===== config.mk =====
export PLATFORM = sky130hd
export DESIGN_NAME = divider_nr_signed
export DESIGN_NICKNAME = d
export VERILOG_FILES = /design/src/rtl/divider_nr_signed.sv
export SDC_FILE = /design/constraint.sdc
export NUM_CORES = 1
export LEC_CHECK = 0
export CAP_MARGIN = 20
export CORE_ASPECT_RATIO = 0.6
export CORE_UTILIZATION = 40
export DETAILED_ROUTE_END_ITERATION = 16
export SYNTH_ARGS = -nofsm -noshare
export SYNTH_HDL_FRONTEND = slang
export SYNTH_SLANG_ARGS = --single-unit
export TNS_END_PERCENT = 30

===== constraint.sdc =====
create_clock -name clock -period 7.2 [get_ports clock]
set_input_delay 0.72 -clock clock [delete_from_list [all_inputs] [get_ports clock]]
set_output_delay 0.72 -clock clock [all_outputs]
set_load 0.01 [all_outputs]

===== src/rtl/divider_nr_signed.sv =====
// Signed non-restoring iterative divider with busy/abort handshake and restart.
// Define DIV_REMAINDER_EN to add the data_remainder port and the remainder restore step.
module divider_nr_signed #(
  parameter  int WIDTH = 32,
  localparam int CNT_W = $clog2(WIDTH) + 1
) (
  input  logic             clock,
  input  logic             reset,
  input  logic [WIDTH-1:0] data_operandA,
  input  logic [WIDTH-1:0] data_operandB,
  input  logic             ctrl_DIV,
  input  logic             ctrl_MULT,
  output logic [WIDTH-1:0] data_result,
`ifdef DIV_REMAINDER_EN
  output logic [WIDTH-1:0] data_remainder,
`endif
  output logic             data_exception,
  output logic             data_resultRDY,
  output logic             busy
);

  typedef enum logic [1:0] {IDLE, RUN, FIX, DONE} state_t;

  localparam logic [CNT_W-1:0] LAST_ITER = CNT_W'(WIDTH - 1);

  state_t           state_q;
  logic [CNT_W-1:0] cnt_q;
  logic [WIDTH:0]   p_q;
  logic [WIDTH-1:0] q_q;
  logic [WIDTH-1:0] b_q;
  logic             signQ_q;
  logic             zeroB_q;
  logic [WIDTH-1:0] result_q;
  logic             exc_q;
  logic             rdy_q;
  logic             busy_q;

  logic [WIDTH-1:0] absA_d;
  logic [WIDTH-1:0] absB_d;
  logic [WIDTH:0]   bExt;
  logic [WIDTH:0]   pShift;
  logic [WIDTH:0]   p_d;
  logic [WIDTH-1:0] q_d;
  logic [WIDTH-1:0] quot_d;

  // Magnitudes are unsigned, so the most negative operand maps onto 2^(WIDTH-1) without overflow.
  assign absA_d = data_operandA[WIDTH-1] ? -data_operandA : data_operandA;
  assign absB_d = data_operandB[WIDTH-1] ? -data_operandB : data_operandB;
  assign bExt   = {1'b0, b_q};

  // The shifted remainder may wrap out of WIDTH+1 bits, but the add/subtract always lands back in range.
  assign pShift = {p_q[WIDTH-1:0], q_q[WIDTH-1]};
  assign p_d    = p_q[WIDTH] ? (pShift + bExt) : (pShift - bExt);
  assign q_d    = {q_q[WIDTH-2:0], ~p_d[WIDTH]};
  assign quot_d = zeroB_q ? '0 : (signQ_q ? -q_q : q_q);

`ifdef DIV_REMAINDER_EN
  logic             signA_q;
  logic [WIDTH-1:0] rem_q;
  logic [WIDTH:0]   pFix_d;
  logic [WIDTH-1:0] rem_d;

  assign pFix_d = p_q[WIDTH] ? (p_q + bExt) : p_q;
  assign rem_d  = signA_q ? -pFix_d[WIDTH-1:0] : pFix_d[WIDTH-1:0];

  always_ff @(posedge clock or posedge reset) begin
    if (reset) begin
      signA_q <= 1'b0;
      rem_q   <= '0;
    end else if (!ctrl_MULT && ctrl_DIV) begin
      signA_q <= data_operandA[WIDTH-1];
    end else if (!ctrl_MULT && state_q == FIX) begin
      rem_q   <= rem_d;
    end
  end

  assign data_remainder = rem_q;
`endif

  // Abort beats start, and start beats whatever job is in flight.
  always_ff @(posedge clock or posedge reset) begin
    if (reset) begin
      state_q  <= IDLE;
      cnt_q    <= '0;
      p_q      <= '0;
      q_q      <= '0;
      b_q      <= '0;
      signQ_q  <= 1'b0;
      zeroB_q  <= 1'b0;
      result_q <= '0;
      exc_q    <= 1'b0;
      rdy_q    <= 1'b0;
      busy_q   <= 1'b0;
    end else if (ctrl_MULT) begin
      state_q <= IDLE;
      rdy_q   <= 1'b0;
      busy_q  <= 1'b0;
    end else if (ctrl_DIV) begin
      state_q <= RUN;
      cnt_q   <= '0;
      p_q     <= '0;
      q_q     <= absA_d;
      b_q     <= absB_d;
      signQ_q <= data_operandA[WIDTH-1] ^ data_operandB[WIDTH-1];
      zeroB_q <= (data_operandB == '0);
      rdy_q   <= 1'b0;
      busy_q  <= 1'b1;
    end else begin
      case (state_q)
        RUN: begin
          p_q   <= p_d;
          q_q   <= q_d;
          cnt_q <= cnt_q + 1'b1;
          if (cnt_q == LAST_ITER) begin
            state_q <= FIX;
          end
        end
        FIX: begin
          result_q <= quot_d;
          exc_q    <= zeroB_q;
          rdy_q    <= 1'b1;
          busy_q   <= 1'b0;
          state_q  <= DONE;
        end
        DONE: begin
          rdy_q   <= 1'b0;
          state_q <= IDLE;
        end
        default: begin
          state_q <= IDLE;
        end
      endcase
    end
  end

  assign data_result    = result_q;
  assign data_exception = exc_q;
  assign data_resultRDY = rdy_q;
  assign busy           = busy_q;

endmodule


==> reports/qor_table.md <==
| Metric | Reported | Unit |
| --- | --- | --- |
| Nets | 1325 | - |
| Yosys synthesis warning count | 0 | - |
| Routed wire length | 27.8 | mm |
| Clock network power share | 0.227 | - |
| Die Footprint | 0.0250 | mm² |
| Total negative slack for setup checks | 0 | ns |
| Clk root buf | sky130_fd_sc_hd__clkbuf_16 | - |
| Synthesized Nets | 1259 | - |
| Max Fclk | 219 | MHz |
| Diode insertion count for antenna repair | 0 | - |
| Tot GR Track Use | 0.231 | - |
| Fraction of power spent switching nets | 0.416 | - |
| Sequential power share | 0.302 | - |
| Height of the die | 123 | µm |
| Post-layout instance area | 0.0116 | mm² |
| Hold crit path type | flip-flop to flip-flop | - |
| Power per standard cell area | 350 | mW/mm² |
| Detailed Routing Iterations Pass 1 | 5 | - |
| Transition time of the tightest slew-check pin | 1.09 | ns |
| Count of input and output buffers | 102 | - |
| Fin Clk Skew | 0.00793 | ns |
| Floorplan die width | 203 | µm |
| Peak supply drop | 0.000158 | V |
| Most used cells in the layout excluding fill and tap cells | 174 x sky130_fd_sc_hd__nand2_1, 148 x sky130_fd_sc_hd__o21ai_0, 142 x sky130_fd_sc_hd__dfrtp_1, 118 x sky130_fd_sc_hd__xor2_1, 101 x sky130_fd_sc_hd__clkdlybuf4s50_1 | - |
| Switching power of the nets | 1.68 | mW |
| Setup repair bufs after CTS | 0 | - |
| Detail-routed via count per cell | 5.59 | - |
| Dpl cells | 1512 | - |
| Fraction of power consumed by combinational cells | 0.471 | - |
| CP endpoint kind | flip-flop | - |
| Clock-pin slew of the registers on the worst-case setup and hold paths | 0.06 | ns |
| DRC violation total after the first TritonRoute iteration | 640 | - |
| P_leak | 5.00 | nW |
| Rel. slew slack | 0.274 | - |
| Total gr overflow | 0 | - |
| Resized cells post-CTS | 0 | - |
| Filler cell count | 2273 | - |
| Final period util | 0.633 | - |
| Remaining routing DRC violations | 0 | - |
| Antenna violations before repair | 0 | - |
| Maximum fanout along the worst path | 6 | - |
| Remaining number of nets flagged by the antenna check after routing | 0 | - |
| Worst Path Arrival | 4.87 | ns |
| Post-route minimum period | 4.56 | ns |
| Area occupied by multi-input gates | 0.00588 | mm² |
| Initial Utilization | 0.414 | - |
| Data required time of the critical path | 7.51 | ns |
| Pin count of the biggest net entering global routing | 75 | - |
| Weighted congestion reported at the end of routability-driven placement | 0.887 | - |
| Tot Pwr | 4.05 | mW |
| RSZ-0062 raised after global routing | no | - |
| Cell types occupying the most area after synthesis | sky130_fd_sc_hd__dfrtp_1 36%, sky130_fd_sc_hd__xor2_1 11%, sky130_fd_sc_hd__o21ai_0 7.6%, sky130_fd_sc_hd__nand2_1 6.7%, sky130_fd_sc_hd__ha_1 5.1% | - |
| Max-cap check violation count | 0 | - |
| Area occupied by registers | 0.00355 | mm² |
| Minimum hold slack | 0.477 | ns |
| Count of final hold-check violations | 0 | - |
| Wire length per cell after detailed routing | 18.0 | µm |
| Total of hold buffers inserted after clock tree synthesis | 0 | - |
| Proportion of netlist area held by the largest area contributor | 0.365 | - |
| Cell Area, Placed | 0.0110 | mm² |
| Total of flip-flops plus latches after synthesis | 142 | - |
| Synthesized instance count | 1150 | - |
| Fraction of registers with async set or reset after synthesis | 1.00 | - |
| Pins Over Slew Limit | 0 | - |
| Detailed-placement wirelength estimate | 21.1 | mm |
| Distinct cells, synth | 60 | - |
| Layout overhead on the synthesized area | 18.8 | % |
| Clock latency of the later-clocked register in the worst-skew pair | 0.43 | ns |
| Number of enable-type register cells in the synthesized netlist | 0 | - |
| Area leader, netlist | sky130_fd_sc_hd__dfrtp_1 | - |
| Fraction of layout instances using a drive strength above 1 | 0.0423 | - |
| Sequential share of the synthesized area | 0.365 | - |
| Clock tree from TritonCTS | yes | - |
| Netlist area before placement | 0.00974 | mm² |
| CORE AREA | 0.0235 | mm² |
| Maximum buffer depth of the clock tree | 2 | - |
| Number of global-route vias before repair | 7553 | - |
| Depth of the CTS H-tree | 4 | - |
| Most frequent standard cell in the layout excluding fill and tap cells | sky130_fd_sc_hd__nand2_1 | - |
| # IOs | 103 | - |
| Internal power | 2.36 | mW |
| Number of buffers added by the clock tree synthesis step | 17 | - |
| Placement row count | 43 | - |
| Critical Setup Path Class | flip-flop to flip-flop | - |
| Post-route non-filler standard cell count | 1543 | - |
| Top_reg_cell synth | sky130_fd_sc_hd__dfrtp_1 | - |
| Synthesized area per cell | 8.47 | µm² |
| Via count | 8619 | - |
| Critical Path Start Type | flip-flop | - |
| CTS sink cnt | 142 | - |
| Status | finished, final reports clean | - |
| Endpoints failing setup | 0 | - |
| First-pass GRT wire length | 44.1 | mm |
[area by class of cell]
class / count / share of cell area
sequential: 142 / 0.307
tap: 315 / 0.0341
inverter: 22 / 0.00757
clock buffer: 21 / 0.0398
clock inverter: 10 / 0.0119
multi-input combinational: 925 / 0.508
timing repair buffer: 108 / 0.0917
[kinds of logic (layout without fill, tap and decap cells)]
logic type / Yosys count / count (layout) / share of synthesized area
compound gates: 358 / 358 / 0.234
mux: 10 / 10 / 0.0105
buf+inv: 83 / 161 / 0.0321
xor+xnor: 145 / 145 / 0.130
flops: 142 / 142 / 0.365
fa+ha+maj: 41 / 41 / 0.0534
simple gates: 371 / 371 / 0.175
[flip-flops by register name, summed over array words and instances (netlist names)]
| signal | cells |
|---|---|
| b_q | 32 |
| state_q | 2 |
| p_q | 33 |
| signQ_q | 1 |
| zeroB_q | 1 |
| data_resultRDY | 1 |
| cnt_q | 6 |
| data_result | 32 |
| busy | 1 |
| data_exception | 1 |
| q_q | 32 |
[power by group through the flow]
stage	clock network, mW	logic, mW	registers, mW
6_report	0.917	1.91	1.22
3_3_place_gp	0	1.88	1.22
5_1_grt	0.968	2.11	1.25
3_5_place_dp	0	1.87	1.23
4_1_cts	0.933	1.88	1.21
2_1_floorplan	0	1.31	1.17
[metrics by stage]
step           utilization  setup WS, ns
2_1_floorplan            -          2.67
3_3_place_gp         0.467          2.86
3_5_place_dp         0.467          2.75
4_1_cts              0.492          2.71
5_1_grt              0.492          2.32
6_report             0.492          2.64
[layer usage]
layer  part of all wire  track usage  wire length, µm  vias to the layer above
li1                   -            -                -                     4292
met1               0.60        0.413            16600                     4089
met2               0.34        0.259             9380                      223
met3              0.058       0.0388             1620                       15
met4             0.0071       0.0479              197                        0
met5                  0            0                0                        -
[final timing paths]
check / from / endpoint / slack, ns / cells after the start
worst max-delay path: b_q[0]$_DFFE_PP0P_ / p_q[32]$_DFFE_PP0P_ / 2.64 / 14
worst min-delay path: data_result[16]$_DFFE_PP0P_ / data_result[16]$_DFFE_PP0P_ / 0.48 / 2
worst max register to register: b_q[0]$_DFFE_PP0P_ / p_q[32]$_DFFE_PP0P_ / 2.64 / 14
worst min register to register: data_result[16]$_DFFE_PP0P_ / data_result[16]$_DFFE_PP0P_ / 0.48 / 2
max in group asynchronous: reset / b_q[13]$_DFFE_PP0P_ / 5.02 / 3
min in group asynchronous: reset / data_exception$_DFFE_PP0P_ / 0.79 / 2
[critical path, stage by stage, from the launching register on]
cell and delay (ns):
sky130_fd_sc_hd__dfrtp_1 0.40, sky130_fd_sc_hd__inv_1 0.11, sky130_fd_sc_hd__ha_1 0.22, sky130_fd_sc_hd__or4b_2 0.66, sky130_fd_sc_hd__nor2_1 0.26, sky130_fd_sc_hd__a21oi_1 0.12
sky130_fd_sc_hd__xor2_1 0.30, sky130_fd_sc_hd__ha_1 0.36, sky130_fd_sc_hd__a21oi_1 0.32, sky130_fd_sc_hd__a21boi_0 0.17, sky130_fd_sc_hd__o311ai_0 0.42, sky130_fd_sc_hd__nand2_1 0.16
sky130_fd_sc_hd__o211ai_1 0.46, sky130_fd_sc_hd__a21oi_1 0.17, sky130_fd_sc_hd__a2111o_1 0.30
[synthesized netlist by cell type (all sizes together), types with 4 or more instances]
master  number
nand2      174
o21ai      148
dfrtp      142
xor2       118
nor2        75
clkbuf      57
a21oi       52
ha          40
o31ai       40
xnor2       27
a21o        25
inv         22
o41ai       21
nand3       17
or4         17
nor3        15
nor4        14
or3         13
nand4       10
a211oi       9
a31oi        9
mux2i        8
nand2b       8
nor2b        7
a22oi        5
and2         5
and3         5
o21a         5
o22ai        5
or2          5
a221o        4
a221oi       4
buf          4
No activity file was read; power rests on OpenSTA's default activity.
